## src/rtl/spi_pwm_host_master.sv

```systemverilog
// spi_pwm_host_master
// SPI mode-0 master that turns single-beat level write/read requests into the
// 7-channel SPI PWM driver's byte protocol, and returns a one-cycle response.
// Every SPI phase lasts HALF_PERIOD system clocks so the driver's sclk edge
// detector sees each edge. HALF_PERIOD must be 2 or more.
//
// Ports:
//   clk, reset            system clock, synchronous active-high reset
//   req_valid/req_ready   request handshake (ready only while idle)
//   req_write             1 = write level, 0 = read level
//   req_addr, req_data    channel (7 passed through) and write level
//   rsp_valid, rsp_data   completion pulse; read result (0x00 for writes)
//   sclk, cs, mosi        SPI outputs (sclk idle low, cs active low)
//   miso                  SPI input, same clock domain as the driver
module spi_pwm_host_master #(
    parameter int unsigned HALF_PERIOD = 4
) (
    input  logic       clk,
    input  logic       reset,
    input  logic       req_valid,
    output logic       req_ready,
    input  logic       req_write,
    input  logic [2:0] req_addr,
    input  logic [7:0] req_data,
    output logic       rsp_valid,
    output logic [7:0] rsp_data,
    output logic       sclk,
    output logic       cs,
    output logic       mosi,
    input  logic       miso
);

    localparam int unsigned CntW = (HALF_PERIOD > 1) ? $clog2(HALF_PERIOD) : 1;
    localparam logic [CntW-1:0] CntLast = CntW'(HALF_PERIOD - 1);

    typedef enum logic [2:0] {
        StIdle,
        StSetup,
        StHigh,
        StLow,
        StHold,
        StGap
    } state_e;

    state_e          state_q, state_d;
    logic [CntW-1:0] cnt_q, cnt_d;
    logic [4:0]      bit_q, bit_d;      // 1-based index of the bit on the wire
    logic [23:0]     frame_q, frame_d;  // MSB is the bit currently driven
    logic            write_q, write_d;
    logic [7:0]      cap_q, cap_d;
    logic            rsp_valid_d;
    logic [7:0]      rsp_data_d;

    logic half_done;
    logic last_bit;
    logic capture;

    assign half_done = (cnt_q == CntLast);
    assign last_bit  = (bit_q == (write_q ? 5'd16 : 5'd24));
    // The driver loads the level on fall 9, so rise 10 carries bit 7 and rise 17 bit 0.
    assign capture   = !write_q && (state_q == StHigh) && half_done &&
                       (bit_q >= 5'd10) && (bit_q <= 5'd17);

    assign req_ready = (state_q == StIdle) && !reset;

    always_comb begin
        state_d     = state_q;
        cnt_d       = cnt_q;
        bit_d       = bit_q;
        frame_d     = frame_q;
        write_d     = write_q;
        cap_d       = cap_q;
        rsp_valid_d = 1'b0;
        rsp_data_d  = rsp_data;

        if (capture) begin
            cap_d = {cap_q[6:0], miso};
        end
        if (state_q != StIdle) begin
            cnt_d = half_done ? '0 : cnt_q + 1'b1;
        end

        unique case (state_q)
            StIdle: begin
                if (req_valid) begin
                    state_d = StSetup;
                    cnt_d   = '0;
                    write_d = req_write;
                    cap_d   = '0;
                    frame_d = req_write ? {1'b1, 4'b0000, req_addr, req_data, 8'h00}
                                        : {1'b0, 4'b0000, req_addr, 16'h0000};
                end
            end
            StSetup: begin
                if (half_done) begin
                    state_d = StHigh;
                    bit_d   = 5'd1;
                end
            end
            StHigh: begin
                if (half_done) begin
                    state_d = StLow;
                    frame_d = {frame_q[22:0], 1'b0};
                end
            end
            StLow: begin
                if (half_done) begin
                    if (last_bit) begin
                        state_d = StHold;
                    end else begin
                        state_d = StHigh;
                        bit_d   = bit_q + 5'd1;
                    end
                end
            end
            StHold: begin
                if (half_done) begin
                    state_d = StGap;
                end
            end
            StGap: begin
                if (half_done) begin
                    state_d     = StIdle;
                    rsp_valid_d = 1'b1;
                    rsp_data_d  = write_q ? 8'h00 : cap_q;
                end
            end
            default: begin
                state_d = StIdle;
            end
        endcase
    end

    // SPI pins are registered from the next state so they never glitch.
    always_ff @(posedge clk) begin
        if (reset) begin
            state_q   <= StIdle;
            cnt_q     <= '0;
            bit_q     <= '0;
            frame_q   <= '0;
            write_q   <= 1'b0;
            cap_q     <= '0;
            rsp_valid <= 1'b0;
            rsp_data  <= 8'h00;
            sclk      <= 1'b0;
            cs        <= 1'b1;
            mosi      <= 1'b0;
        end else begin
            state_q   <= state_d;
            cnt_q     <= cnt_d;
            bit_q     <= bit_d;
            frame_q   <= frame_d;
            write_q   <= write_d;
            cap_q     <= cap_d;
            rsp_valid <= rsp_valid_d;
            rsp_data  <= rsp_data_d;
            sclk      <= (state_d == StHigh);
            cs        <= !(state_d inside {StSetup, StHigh, StLow, StHold});
            mosi      <= (state_d inside {StSetup, StHigh, StLow}) && frame_d[23];
        end
    end

endmodule

```

## config.mk

```make
export PLATFORM = sky130hd
export DESIGN_NAME = spi_pwm_host_master
export DESIGN_NICKNAME = d
export VERILOG_FILES = /design/src/rtl/spi_pwm_host_master.sv
export SDC_FILE = /design/constraint.sdc
export NUM_CORES = 1
export LEC_CHECK = 0
export ABC_AREA = 1
export CORE_MARGIN = 4
export CORE_UTILIZATION = 33
export DETAILED_ROUTE_END_ITERATION = 10
export PLACE_DENSITY = 0.57
export SYNTH_ARGS = -nofsm -noshare
export SYNTH_HDL_FRONTEND = slang
export SYNTH_SLANG_ARGS = --single-unit
export TNS_END_PERCENT = 20
```

## constraint.sdc

```tcl
create_clock -name clk -period 1.6 [get_ports clk]
set_input_delay 0.4 -clock clk [delete_from_list [all_inputs] [get_ports clk]]
set_output_delay 0.4 -clock clk [all_outputs]
set_load 0.1 [all_outputs]
```

==> tab_implementation.tex, run 1 <==
\begin{tabular}{lr}
\hline
Metric & Value \\
\hline
\multicolumn{2}{l}{\textbf{Yosys}} \\
\quad Post-synthesis sequential area ratio & 0.4292 \\
\quad Synth Area per Inst & approximately 7.1 sq um \\
\quad Synth area leader & sky130\_fd\_sc\_hd\_\_dfxtp\_1 \\
\quad Share of the synthesized area in the top cell type & 0.4292 \\
\quad YS warnings & 0 \\
\quad Number of nets produced by synthesis & roughly 380 \\
\quad Combined area of all synthesized cells & approximately 2500 sq um \\
\quad Post-synthesis share of cell area spent on and, or, nand and nor gates & 0.3512 \\
\quad Synth Instances & 357 \\
\quad Area fraction in compound gates after synthesis & 0.09290 \\
\quad Flops \& latches, synth & 54 \\
\quad Synth Area in XOR/XNOR & 0.003477 \\
\quad Main combinational cell family by area after synthesis & simple AND/OR/NAND/NOR gates \\
\quad Dominant cells by area after synthesis & sky130\_fd\_sc\_hd\_\_dfxtp\_1 43\%, sky130\_fd\_sc\_hd\_\_nand2\_1 15\%, sky130\_fd\_sc\_hd\_\_nor2\_1 7.6\% \\
\quad Adder-cell share of the synthesized area & 0.02484 \\
\quad Number of distinct standard cells referenced by the synthesized netlist & 30 \\
\quad Post-synthesis mux area share & 0 \\
\multicolumn{2}{l}{\textbf{Layout}} \\
\quad Final Instance Count excl. Fillers & approximately 500 \\
\quad Multi-input gate area & roughly 1300 sq um \\
\quad Fillers & just over 700 \\
\quad Sequential cell area in the final layout & between 1000 and 1500 sq um \\
\quad Antenna diode instance count & 0 \\
\quad Layout overhead on the synthesized area & 36.12\% \\
\quad Final-stage net count & approximately 430 \\
\quad Fraction of final layout cells sized beyond drive strength 1 & 0.2029 \\
\quad Post-layout utilization of the core & 0.4677 \\
\multicolumn{2}{l}{\textbf{Clock tree}} \\
\quad Num CTS Buffers & 5 \\
\quad Insertion delay to the later sink of the worst-skew pair & $\sim$300 ps \\
\quad Root buffer cell & sky130\_fd\_sc\_hd\_\_clkbuf\_8 \\
\quad Clock sink total & 54 \\
\quad CTS Hold Bufs & 0 \\
\quad Clock tree from TritonCTS & yes \\
\quad Clock transition at the register clock pins on the worst setup and hold paths after CTS & about 90 ps \\
\quad CTS H-tree lvls & 2 \\
\quad Buffers from clock root to sink, at most & 2 \\
\multicolumn{2}{l}{\textbf{STA}} \\
\quad Post-layout minimum cycle time & about 1600 ps \\
\quad Top achievable clock speed & just over 600 MHz \\
\quad Final worst path period share & 1.019 \\
\quad Setup-violating endpoint count in the final report & 1 \\
\quad Fin Clk Skew & roughly 4.7 ps \\
\quad Number of hold violations in the final report & 0 \\
\quad Measured slew at the worst slew-check pin & 351.0 ps \\
\quad Least setup slack across all paths after layout & -30.21 ps \\
\quad Worst slew margin & 0.7654 \\
\quad RSZ-0062 raised after global routing & yes \\
\quad Number of max-slew violations in the final report & 0 \\
\quad Final-layout setup total negative slack & -30.21 ps \\
\multicolumn{2}{l}{\textbf{GRT}} \\
\quad Maximum number of pins on one net before global-route repair & 23 \\
\quad Vias in the first global route & 2095 \\
\quad Number of antenna violations at the first check in global routing & 0 \\
\quad GRT Total Usage & 0.1333 \\
\quad Wire length of the first global-routing pass & slightly below 10000 microns \\
\quad Remaining global-route overflow & 0 \\
\multicolumn{2}{l}{\textbf{Hold path}} \\
\quad Hold Crit Start & frame\_q[1]\$\_SDFFE\_PP0P\_ \\
\quad Min-delay worst type & reg2reg \\
\quad Number of cells traversed by the worst hold path & 2 \\
\multicolumn{2}{l}{\textbf{Floorplan}} \\
\quad Number of core rows & 31 \\
\quad Area of the die & $\sim$9100 sq um \\
\quad Die width & about 95 microns \\
\quad I/O Pins & 29 \\
\quad Die extent in y & between 90 and 100 microns \\
\quad Core outline area & between 7000 and 8000 sq um \\
\quad Initial Utilization & 0.3436 \\
\multicolumn{2}{l}{\textbf{Setup path}} \\
\quad Kind of launch point of the worst setup path & flip-flop \\
\quad Most frequent cell on the critical path & sky130\_fd\_sc\_hd\_\_nor2\_4 \\
\quad Cell family with the largest share of critical-path delay & flip-flops \\
\quad Start-to-end type of the worst setup path & reg2out \\
\quad Crit path capture type & output pin \\
\quad Worst path cell trace & nor2\_4 -> nand2\_4 -> buf\_6 -> nor2\_4 -> buf\_12 \\
\quad Launch point of the worst reg-to-reg path & state\_q[1]\$\_SDFF\_PP0\_ \\
\quad Crit. path cell count & 5 \\
\quad WP data arrival & 1230 ps \\
\quad Count of buffering cells on the critical path with inverters included & 2 \\
\quad Crit-path slowest cell & sky130\_fd\_sc\_hd\_\_dfxtp\_4 \\
\quad Largest fanout on the critical path & 2 \\
\quad CP Launch Point & state\_q[0]\$\_SDFF\_PP0\_ \\
\quad Slack of the worst reg-to-reg path & around 70 ps \\
\quad Number of cell instances on the worst register-to-register path & 9 \\
\quad Maximum single-stage delay on the critical path & 360 ps \\
\quad Worst Path Required & around 1200 ps \\
\multicolumn{2}{l}{\textbf{Drt}} \\
\quad Detailed Routing Iterations Pass 1 & 4 \\
\quad Mean number of vias per cell & 4.504 \\
\quad Starting DRT DRC Count & around 90 \\
\quad Via Count & 2288 \\
\quad WL per Instance & between 10 and 15 microns \\
\quad Count of antenna-violating nets left after detailed routing & 0 \\
\quad Drt total wl & 5690 microns \\
\quad Remaining routing DRC violations & 0 \\
\multicolumn{2}{l}{\textbf{Placement}} \\
\quad Number of cells after detailed placement & 492 \\
\quad Port Buffers & 28 \\
\quad Detailed Place HPWL & roughly 3800 microns \\
\quad Placer's final routability congestion estimate & around 0.8 \\
\quad Minimum setup slack after placement & -138.0 ps \\
\multicolumn{2}{l}{\textbf{Power and ir drop}} \\
\quad Pwr Total & roughly 2.7 mW \\
\quad P\_leak & 1.480 nW \\
\quad Peak VDD IR & 443.4 uV \\
\quad Total power per unit cell area & roughly 790 nW/um\^{}2 \\
\multicolumn{2}{l}{\textbf{Run status}} \\
\quad Status & finished, violations left \\
\quad Violations in the final reports & setup timing \\
\multicolumn{2}{l}{\textbf{Job}} \\
\quad Number of max-capacitance violations reported & 0 \\
\hline
\end{tabular}
-- worst paths after layout --
check	endpoint
max	req_ready
min	frame_q[1]$_SDFFE_PP0P_
max reg2reg	frame_q[14]$_SDFFE_PP0P_
min reg2reg	frame_q[1]$_SDFFE_PP0P_
-- state kept, by name, summed over array words and instances, names as in the netlist --
name,flops
bit_q,5
cap_q,8
cnt_q,2
cs,1
frame_q,23
mosi,1
rsp_data,8
rsp_valid,1
sclk,1
state_q,3
write_q,1
-- worst reg2reg max path, cell delays in order (launching register included) --
cell and delay (ps):
sky130_fd_sc_hd__dfxtp_4 380, sky130_fd_sc_hd__inv_2 50, sky130_fd_sc_hd__buf_4 150, sky130_fd_sc_hd__nor2_4 120
sky130_fd_sc_hd__nand2_4 100, sky130_fd_sc_hd__nor2_4 160, sky130_fd_sc_hd__buf_4 150, sky130_fd_sc_hd__o21bai_4 140
sky130_fd_sc_hd__a21oi_2 150, sky130_fd_sc_hd__nor2_1 40
-- routing by layer --
layer	global-route usage	wire length, microns	part of all wire
met1	0.1883	2890	0.51
met4	0.03966	83	0.015
met2	0.2029	2464	0.43
met3	0.02841	252	0.044
met5	0	0	0
-- where the power goes --
group	internal, mW	total, mW	switching, mW
Sequential	1.37	1.39	0.0214
Combinational	0.177	0.405	0.227
Clock	0.469	0.906	0.437
Total	2.02	2.70	0.686
-- cells in the mapped netlist --
cell type                   instances
sky130_fd_sc_hd__a21oi_1           22
sky130_fd_sc_hd__a2bb2oi_1          1
sky130_fd_sc_hd__buf_1              1
sky130_fd_sc_hd__buf_2              3
sky130_fd_sc_hd__buf_4              2
sky130_fd_sc_hd__buf_6              3
sky130_fd_sc_hd__clkbuf_1           5
sky130_fd_sc_hd__dfxtp_1           54
sky130_fd_sc_hd__ha_1               5
sky130_fd_sc_hd__inv_1             40
sky130_fd_sc_hd__inv_2              3
sky130_fd_sc_hd__nand2_1          101
sky130_fd_sc_hd__nand2_2            4
sky130_fd_sc_hd__nand2_4            1
sky130_fd_sc_hd__nand3_1           31
sky130_fd_sc_hd__nand3_2            1
sky130_fd_sc_hd__nand3_4            1
sky130_fd_sc_hd__nand4_1            2
sky130_fd_sc_hd__nor2_1            51
sky130_fd_sc_hd__nor2_2             3
sky130_fd_sc_hd__nor2_4             3
sky130_fd_sc_hd__nor3_4             1
sky130_fd_sc_hd__nor3b_1            1
sky130_fd_sc_hd__nor4_1             1
sky130_fd_sc_hd__o211ai_1           2
sky130_fd_sc_hd__o21ai_0            4
sky130_fd_sc_hd__o21bai_4           1
sky130_fd_sc_hd__o221a_2            1
sky130_fd_sc_hd__o22ai_1            8
sky130_fd_sc_hd__xnor2_1            1
-- cell families after synthesis --
family                     after synthesis
DFF                                     54
and+or+nand+nor                        201
AOI/OAI and AO/OA                       39
adders and majority gates                5
buffers and inverters                   57
xor gates and xnor gates                 1
-- repair_timing --
item,in CTS,in global routing
pin swaps,4,2
cloned,1,0
gates resized for setup,9,17
buffers inserted,5,2
endpoints found under the setup margin,22,24
endpoints found under the hold margin,0,0
-- layout make-up --
cell class	instances	share of cell area
multi-input combinational	247	0.3737
sequential	54	0.3186
timing repair buffer	57	0.1934
inverter	43	0.04708
tap	99	0.03613
clock buffer	7	0.02226
clock inverter	1	0.008759
-- per-stage QoR --
step                hold WS (ps)  area (sq um)
floorplan                  417.0          2541
global placement           429.0          3169
detailed placement         432.5          3169
CTS                        446.6          3351
global route               466.8          3428
finish                     443.4          3428
-- cells in the final DEF, fill, tap and decap left out, types with 2 or more instances in the layout --
master                              n
sky130_fd_sc_hd__o21bai_4           2
sky130_fd_sc_hd__nor2_2             4
sky130_fd_sc_hd__ha_1               4
sky130_fd_sc_hd__a21oi_2            3
sky130_fd_sc_hd__o21ai_0            4
sky130_fd_sc_hd__inv_2              4
sky130_fd_sc_hd__nand2_1          100
sky130_fd_sc_hd__nand2_4            2
sky130_fd_sc_hd__o22ai_1            8
sky130_fd_sc_hd__nand2_2            4
sky130_fd_sc_hd__nand3_1           31
sky130_fd_sc_hd__clkbuf_8           5
sky130_fd_sc_hd__nor2_1            47
sky130_fd_sc_hd__a21oi_1           18
sky130_fd_sc_hd__o211ai_1           2
sky130_fd_sc_hd__buf_12            15
sky130_fd_sc_hd__dfxtp_1           51
sky130_fd_sc_hd__clkdlybuf4s50_1   14
sky130_fd_sc_hd__nand4_1            2
sky130_fd_sc_hd__nor2_4             6
sky130_fd_sc_hd__clkbuf_1           2
sky130_fd_sc_hd__dfxtp_4            3
sky130_fd_sc_hd__buf_4             25
sky130_fd_sc_hd__inv_1             39
Note: power is estimated with default switching activity, not from simulation.
==> run 2: changes to the inputs <==
--- a/config.mk
+++ b/config.mk
@@ -6,6 +6,7 @@
 export NUM_CORES = 1
 export LEC_CHECK = 0
 export ABC_AREA = 1
+export ABC_CLOCK_PERIOD_IN_PS = 1600
 export CORE_MARGIN = 4
 export CORE_UTILIZATION = 33
 export DETAILED_ROUTE_END_ITERATION = 10
==> results of run 2 <==
Final layout, timing and power as in run 1 (identical DEF).
